`src/rtl/a2d_pkg.sv`:
```
// Shared types and constants for the A2D round-robin scheduler.
// With A2D_OVRSMP_EN defined, the state set gains READ2 for the second readback.
package a2d_pkg;

  localparam logic [2:0] CH_LFT   = 3'd0;
  localparam logic [2:0] CH_RGHT  = 3'd4;
  localparam logic [2:0] CH_STEER = 3'd5;
  localparam logic [2:0] CH_BATT  = 3'd6;

  // Element i is the A2D channel serviced at round-robin index i.
  localparam logic [3:0][2:0] CH_ORDER = {CH_BATT, CH_STEER, CH_RGHT, CH_LFT};

  typedef logic [1:0] ch_idx_t;

`ifdef A2D_OVRSMP_EN
  typedef enum logic [2:0] {IDLE, CMD, GAP, READ, READ2} state_e;
`else
  typedef enum logic [2:0] {IDLE, CMD, GAP, READ} state_e;
`endif

  function automatic logic [15:0] cmd_word(input ch_idx_t idx);
    return {2'b00, CH_ORDER[idx], 11'h000};
  endfunction

endpackage

```
`src/rtl/a2d_rr_sched_if.sv`:
```
// Handshake between the scheduler (master) and the external SPI monarch (slave).
interface a2d_rr_sched_if;
  logic        snd;
  logic [15:0] cmd;
  logic        done;
  logic [15:0] resp;

  modport master (output snd, output cmd, input done, input resp);
  modport slave  (input snd, input cmd, output done, output resp);
endinterface

```
`src/rtl/a2d_rr_sched.sv`:
```
// Round-robin A2D conversion scheduler: select command, gap, readback, store per channel.
// Optional macro A2D_OVRSMP_EN: two readbacks per conversion, stored result is their rounded mean.
module a2d_rr_sched
  import a2d_pkg::*;
(
  input  logic                  clk,
  input  logic                  rst_n,
  input  logic                  nxt,
  a2d_rr_sched_if.master        spi,
  output logic [11:0]           lft_ld,
  output logic [11:0]           rght_ld,
  output logic [11:0]           steer_pot,
  output logic [11:0]           batt,
  output logic                  busy,
  output logic                  rdy
);

  state_e      state_q, state_d;
  ch_idx_t     idx_q, idx_d;
  logic        pend_q, pend_d;
  logic        busy_q, busy_d;
  logic        snd_q, snd_d;
  logic        rdy_q, rdy_d;
  logic [15:0] cmd_q, cmd_d;
  logic [11:0] res_q [4];
  logic [11:0] res_d [4];
  logic [11:0] result;
  logic        unused_resp_hi;

  assign unused_resp_hi = ^spi.resp[15:12];

`ifdef A2D_OVRSMP_EN
  logic [11:0] rda_q, rda_d;
  logic        second_q, second_d;
  logic [12:0] sum;

  assign sum    = {1'b0, rda_q} + {1'b0, spi.resp[11:0]} + 13'd1;
  assign result = sum[12:1];
`else
  assign result = spi.resp[11:0];
`endif

  always_ff @(posedge clk or negedge rst_n) begin
    if (!rst_n) begin
      state_q <= IDLE;
      idx_q   <= '0;
      pend_q  <= 1'b0;
      busy_q  <= 1'b0;
      snd_q   <= 1'b0;
      rdy_q   <= 1'b0;
      cmd_q   <= 16'h0000;
      for (int i = 0; i < 4; i++) res_q[i] <= 12'h000;
`ifdef A2D_OVRSMP_EN
      rda_q    <= 12'h000;
      second_q <= 1'b0;
`endif
    end else begin
      state_q <= state_d;
      idx_q   <= idx_d;
      pend_q  <= pend_d;
      busy_q  <= busy_d;
      snd_q   <= snd_d;
      rdy_q   <= rdy_d;
      cmd_q   <= cmd_d;
      for (int i = 0; i < 4; i++) res_q[i] <= res_d[i];
`ifdef A2D_OVRSMP_EN
      rda_q    <= rda_d;
      second_q <= second_d;
`endif
    end
  end

  always_comb begin
    state_d = state_q;
    idx_d   = idx_q;
    pend_d  = pend_q;
    busy_d  = busy_q;
    snd_d   = 1'b0;
    rdy_d   = 1'b0;
    cmd_d   = cmd_q;
    for (int i = 0; i < 4; i++) res_d[i] = res_q[i];
`ifdef A2D_OVRSMP_EN
    rda_d    = rda_q;
    second_d = second_q;
`endif

    // Any request outside IDLE, including one coincident with the final done, waits in pending.
    if (nxt && (state_q != IDLE)) pend_d = 1'b1;

    case (state_q)
      IDLE: begin
        if (nxt || pend_q) begin
          snd_d   = 1'b1;
          cmd_d   = cmd_word(idx_q);
          pend_d  = 1'b0;
          busy_d  = 1'b1;
          state_d = CMD;
`ifdef A2D_OVRSMP_EN
          second_d = 1'b0;
`endif
        end
      end
      // The readback snd is launched on the done edge; the GAP cycle carries it while SS_n recovers.
      CMD: begin
        if (spi.done) begin
          snd_d   = 1'b1;
          state_d = GAP;
        end
      end
      GAP: begin
`ifdef A2D_OVRSMP_EN
        state_d = second_q ? READ2 : READ;
`else
        state_d = READ;
`endif
      end
      READ: begin
        if (spi.done) begin
`ifdef A2D_OVRSMP_EN
          rda_d    = spi.resp[11:0];
          second_d = 1'b1;
          snd_d    = 1'b1;
          state_d  = GAP;
`else
          res_d[idx_q] = result;
          rdy_d        = 1'b1;
          idx_d        = idx_q + 2'd1;
          busy_d       = 1'b0;
          state_d      = IDLE;
`endif
        end
      end
`ifdef A2D_OVRSMP_EN
      READ2: begin
        if (spi.done) begin
          res_d[idx_q] = result;
          rdy_d        = 1'b1;
          idx_d        = idx_q + 2'd1;
          busy_d       = 1'b0;
          second_d     = 1'b0;
          state_d      = IDLE;
        end
      end
`endif
      default: state_d = IDLE;
    endcase
  end

  assign spi.snd   = snd_q;
  assign spi.cmd   = cmd_q;
  assign busy      = busy_q;
  assign rdy       = rdy_q;
  assign lft_ld    = res_q[0];
  assign rght_ld   = res_q[1];
  assign steer_pot = res_q[2];
  assign batt      = res_q[3];

endmodule
```
`src/flat_wrapper.sv`:
```
// flat-port wrapper written by rule: the top's interface ports become plain ports
module a2d_rr_sched_flat import a2d_pkg::*;
  (clk, rst_n, nxt, lft_ld, rght_ld, steer_pot, batt, busy, rdy, spi_snd, spi_cmd, spi_done, spi_resp);
  a2d_rr_sched_if spi_i ();
  input  logic clk;
  input  logic rst_n;
  input  logic nxt;
  output logic [11:0] lft_ld;
  output logic [11:0] rght_ld;
  output logic [11:0] steer_pot;
  output logic [11:0] batt;
  output logic busy;
  output logic rdy;
  output wire logic [$bits(spi_i.snd)-1:0] spi_snd;
  output wire logic [$bits(spi_i.cmd)-1:0] spi_cmd;
  input wire logic [$bits(spi_i.done)-1:0] spi_done;
  input wire logic [$bits(spi_i.resp)-1:0] spi_resp;
  assign spi_snd = spi_i.snd;
  assign spi_cmd = spi_i.cmd;
  assign spi_i.done = spi_done;
  assign spi_i.resp = spi_resp;
  a2d_rr_sched u_core (.clk(clk), .rst_n(rst_n), .nxt(nxt), .spi(spi_i), .lft_ld(lft_ld), .rght_ld(rght_ld), .steer_pot(steer_pot), .batt(batt), .busy(busy), .rdy(rdy));
endmodule
```
`config.mk`:
```
export PLATFORM = sky130hd
export DESIGN_NAME = a2d_rr_sched_flat
export DESIGN_NICKNAME = d
export VERILOG_FILES = /design/src/rtl/a2d_pkg.sv /design/src/rtl/a2d_rr_sched_if.sv /design/src/rtl/a2d_rr_sched.sv /design/src/flat_wrapper.sv
export SDC_FILE = /design/constraint.sdc
export NUM_CORES = 1
export LEC_CHECK = 0
export ABC_CLOCK_PERIOD_IN_PS = 2700
export CORE_MARGIN = 2
export CORE_UTILIZATION = 30
export DETAILED_ROUTE_END_ITERATION = 10
export PLACE_DENSITY = 0.57
export REMOVE_ABC_BUFFERS = 1
export SYNTH_ARGS = -nofsm -noshare
export SYNTH_HDL_FRONTEND = slang
export SYNTH_SLANG_ARGS = --single-unit
```
`constraint.sdc`:
```
create_clock -name clk -period 2.7 [get_ports clk]
set_input_delay 0.27 -clock clk [delete_from_list [all_inputs] [get_ports clk]]
set_output_delay 0.27 -clock clk [all_outputs]
set_load 0.02 [all_outputs]
```
==> flow_summary.toml <==
[outcome]
status = "finished, final reports clean"

[global_route]
grt_max_degree = 32
grt_usage = 0.1187
grt_pass1_vias = 1555
overflow = 0
grt_pass1_wl_um = 8769
antenna_found_initial = 0

[cells_and_area]
multi_input_area_um2 = 1065
antenna_cells = 0
drive_above_1_share = 0.2972
seq_area_um2 = 1476
nets = 274
area_delta_synth_final_pct = 35.08
nFillCells = 814

[route]
firstDrtPassIters = 4
drt_iter0_drc = 44
vias = 1511
drc = 0
routed_wl_um = 5333
vias_per_cell = 4.232
wire_per_inst_um = 14.94
postRouteAntennaNets = 0

[logic_synthesis]
synth_cells = 168
synth_area_per_cell_um2 = 16.09
ys_seq_area_frac = 0.5460
ys_ff_latch = 59
synth.distinct_cells = 21
yosysWarnings = 0
netlist_area_um2 = 2704

[placement]
gp_congestion = 0.7334
io_buffer_count = 69
dp_hpwl_um = 3625

[timing]
hold_violations = 0
max_slew_margin = 0.5333
skew_ps = 8.007
rsz0062_at_grt = "no"
slew_violations = 0
min_period_over_period = 0.6014
finalCriticalPeriod_ps = 1624
setup_tns_ps = 0
setup_viol = 0
tightest_slew_ps = 700.1
max_freq_ghz = 0.6159

[critical_path]
cp.required_ps = 2910
cp-end-kind = "register"
crit_family = "simple AND/OR/NAND/NOR gates"
critPathKind = "reg2reg"
crit_chain = "ha_1 > and2_4 > nand2_4 > mux2_2"
crit_buf_inv = 0
max_stage_delay_ps = 420
critical-path-slowest-cell = "dfrtp_1"
setup.worst_path.start_class = "register"
crit_arrival_ps = 1840
worstPathMaxFanout = 12

[clock_network]
cts_resized = 0
path_clk_slew_ps = 70
h-tree-depth = 3
cts_sinks = 59
clk_latency_ps = 330
cts_tree = "yes"
cts_buffers = 9
clockRootBuffer = "clkbuf_8"
clock_path_buffers = 2

[floorplanning]
ioPinCount = 87
start_util = 0.3100
core_area_um2 = 8721
die_h_um = 98.94
die_w_um = 98.94
rows = 34
die_area_um2 = 9788

[hold_path]
hold_class = "reg2reg"

[power_and_ir_drop]
power_uw = 4774
p_per_area_nw_per_um2 = 1307
p_leak_uw = 0.001795
ir_drop_mv = 0.4178

[flow_run]
cap_violations = 0
==> per-stage QoR <==
step	area, um^2	util	cells	worst slack (ps)	hold WS (ps)
detailed placement	3401	0.3900	340	913.8	352.8
floorplan	2560	-	162	1249	-25.59
global route	3652	0.4188	357	1022	514.1
CTS	3652	0.4188	357	1060	486.0
finish	3652	0.4188	357	1076	480.2
global placement	3401	0.3900	340	913.5	353.7
==> synthesized netlist by cell type <==
cell type / count / area, um^2
inv_1: 5 / 18.77
dfrtp_1: 59 / 1476
o21ba_2: 1 / 10.01
mux2i_1: 1 / 10.01
o21ai_0: 4 / 20.02
o31ai_1: 1 / 7.510
mux2_4: 40 / 600.6
nand2_1: 3 / 11.26
nand2_4: 4 / 45.04
mux2_2: 11 / 123.9
xnor2_1: 1 / 8.760
a21oi_1: 1 / 5.000
buf_12: 4 / 80.08
buf_4: 13 / 97.59
o21bai_1: 1 / 7.510
o2bb2ai_1: 2 / 17.52
ha_1: 10 / 125.1
buf_6: 1 / 11.26
nor2_1: 4 / 15.01
conb_1: 1 / 3.750
and2_4: 1 / 8.760
==> metal layers <==
| metal | up-vias | track usage | part of all wire |
|---|---|---|---|
| met1 | 750 | 0.1600 | 0.47 |
| met3 | 8 | 0.04184 | 0.057 |
| li1 | 697 | - | - |
| met2 | 56 | 0.1710 | 0.45 |
| met4 | 0 | 0.05374 | 0.020 |
| met5 | - | 0 | 0 |
==> state kept, by name, indices dropped and copies added (netlist names), 2 cells and up <==
signal and flops:
u_core.batt 12, u_core.idx_q 2, u_core.lft_ld 12, u_core.rght_ld 12, u_core.spi.cmd 3, u_core.state_q 2, u_core.steer_pot 12
==> cell usage in the layout (no fill, tap or decap), drive strengths merged, types with 3 or more instances in the layout <==
cell type      netlist  routed
clkdlybuf4s50        0      68
dfrtp               59      59
mux2                51      51
conb                 1      13
clkbuf               0      11
ha                  10      10
nand2                7       7
inv                  5       5
o21ai                4       4
nor2                 4       4
bufinv               0       3
==> where the power goes <==
part           internal [uW]  switching (uW)  total (uW)  leakage, uW
clock                    636             347         983     0.000123
combinational           1250             971        2220     0.000942
sequential              1310             263        1570     0.000730
==> path summary, 6_finish.rpt <==
kind                                                start                              end  slack (ps)  cells past startpoint
min in group asynchronous                           rst_n   u_core.spi.cmd[11]$_DFFE_PN0P_         510                      2
max                         u_core.state_q[0]$_DFFE_PN0P_  u_core.steer_pot[0]$_DFFE_PN0P_        1080                      4
max in group asynchronous                           rst_n       u_core.batt[8]$_DFFE_PN0P_        1580                      3
min reg2reg                u_core.spi.cmd[13]$_DFFE_PN0P_   u_core.spi.cmd[13]$_DFFE_PN0P_         480                      2
min                        u_core.spi.cmd[13]$_DFFE_PN0P_   u_core.spi.cmd[13]$_DFFE_PN0P_         480                      2
max reg2reg                 u_core.state_q[0]$_DFFE_PN0P_  u_core.steer_pot[0]$_DFFE_PN0P_        1080                      4
==> cell type report <==
| type | count | share of cell area |
|---|---|---|
| clock buffer | 11 | 0.03871 |
| clock inverter | 5 | 0.02741 |
| inverter | 5 | 0.005139 |
| multi-input combinational | 98 | 0.2915 |
| sequential | 59 | 0.4042 |
| tap | 108 | 0.03700 |
| timing repair buffer | 71 | 0.1960 |
==> timing repair <==
action	CTS	global route
hold buffers	1	0
hold endpoints to repair	24	0
setup buffers	0	0
==> tightest hold or removal path, delay by kind of cell (launching register included) <==
kind / cells / cell delay [ps]
AO/OA/AOI/OAI: 1 / 60
flip-flops: 1 / 340
AND/OR/NAND/NOR: 1 / 50
==> cells by family (layout without fill, tap and decap cells) <==
| kind of cell | count (synthesis) | after routing | synth area share |
|---|---|---|---|
| AOI/OAI and AO/OA | 10 | 10 | 0.02499 |
| and+or+nand+nor | 12 | 12 | 0.02961 |
| DFF | 59 | 59 | 0.5460 |
| adders and majority gates | 10 | 10 | 0.04627 |
| muxes | 52 | 52 | 0.2716 |
| buffers and inverters | 23 | 92 | 0.07682 |
| other | 1 | 13 | 0.001387 |
| xor gates and xnor gates | 1 | 1 | 0.003240 |
(Power assumes the default switching activity.)
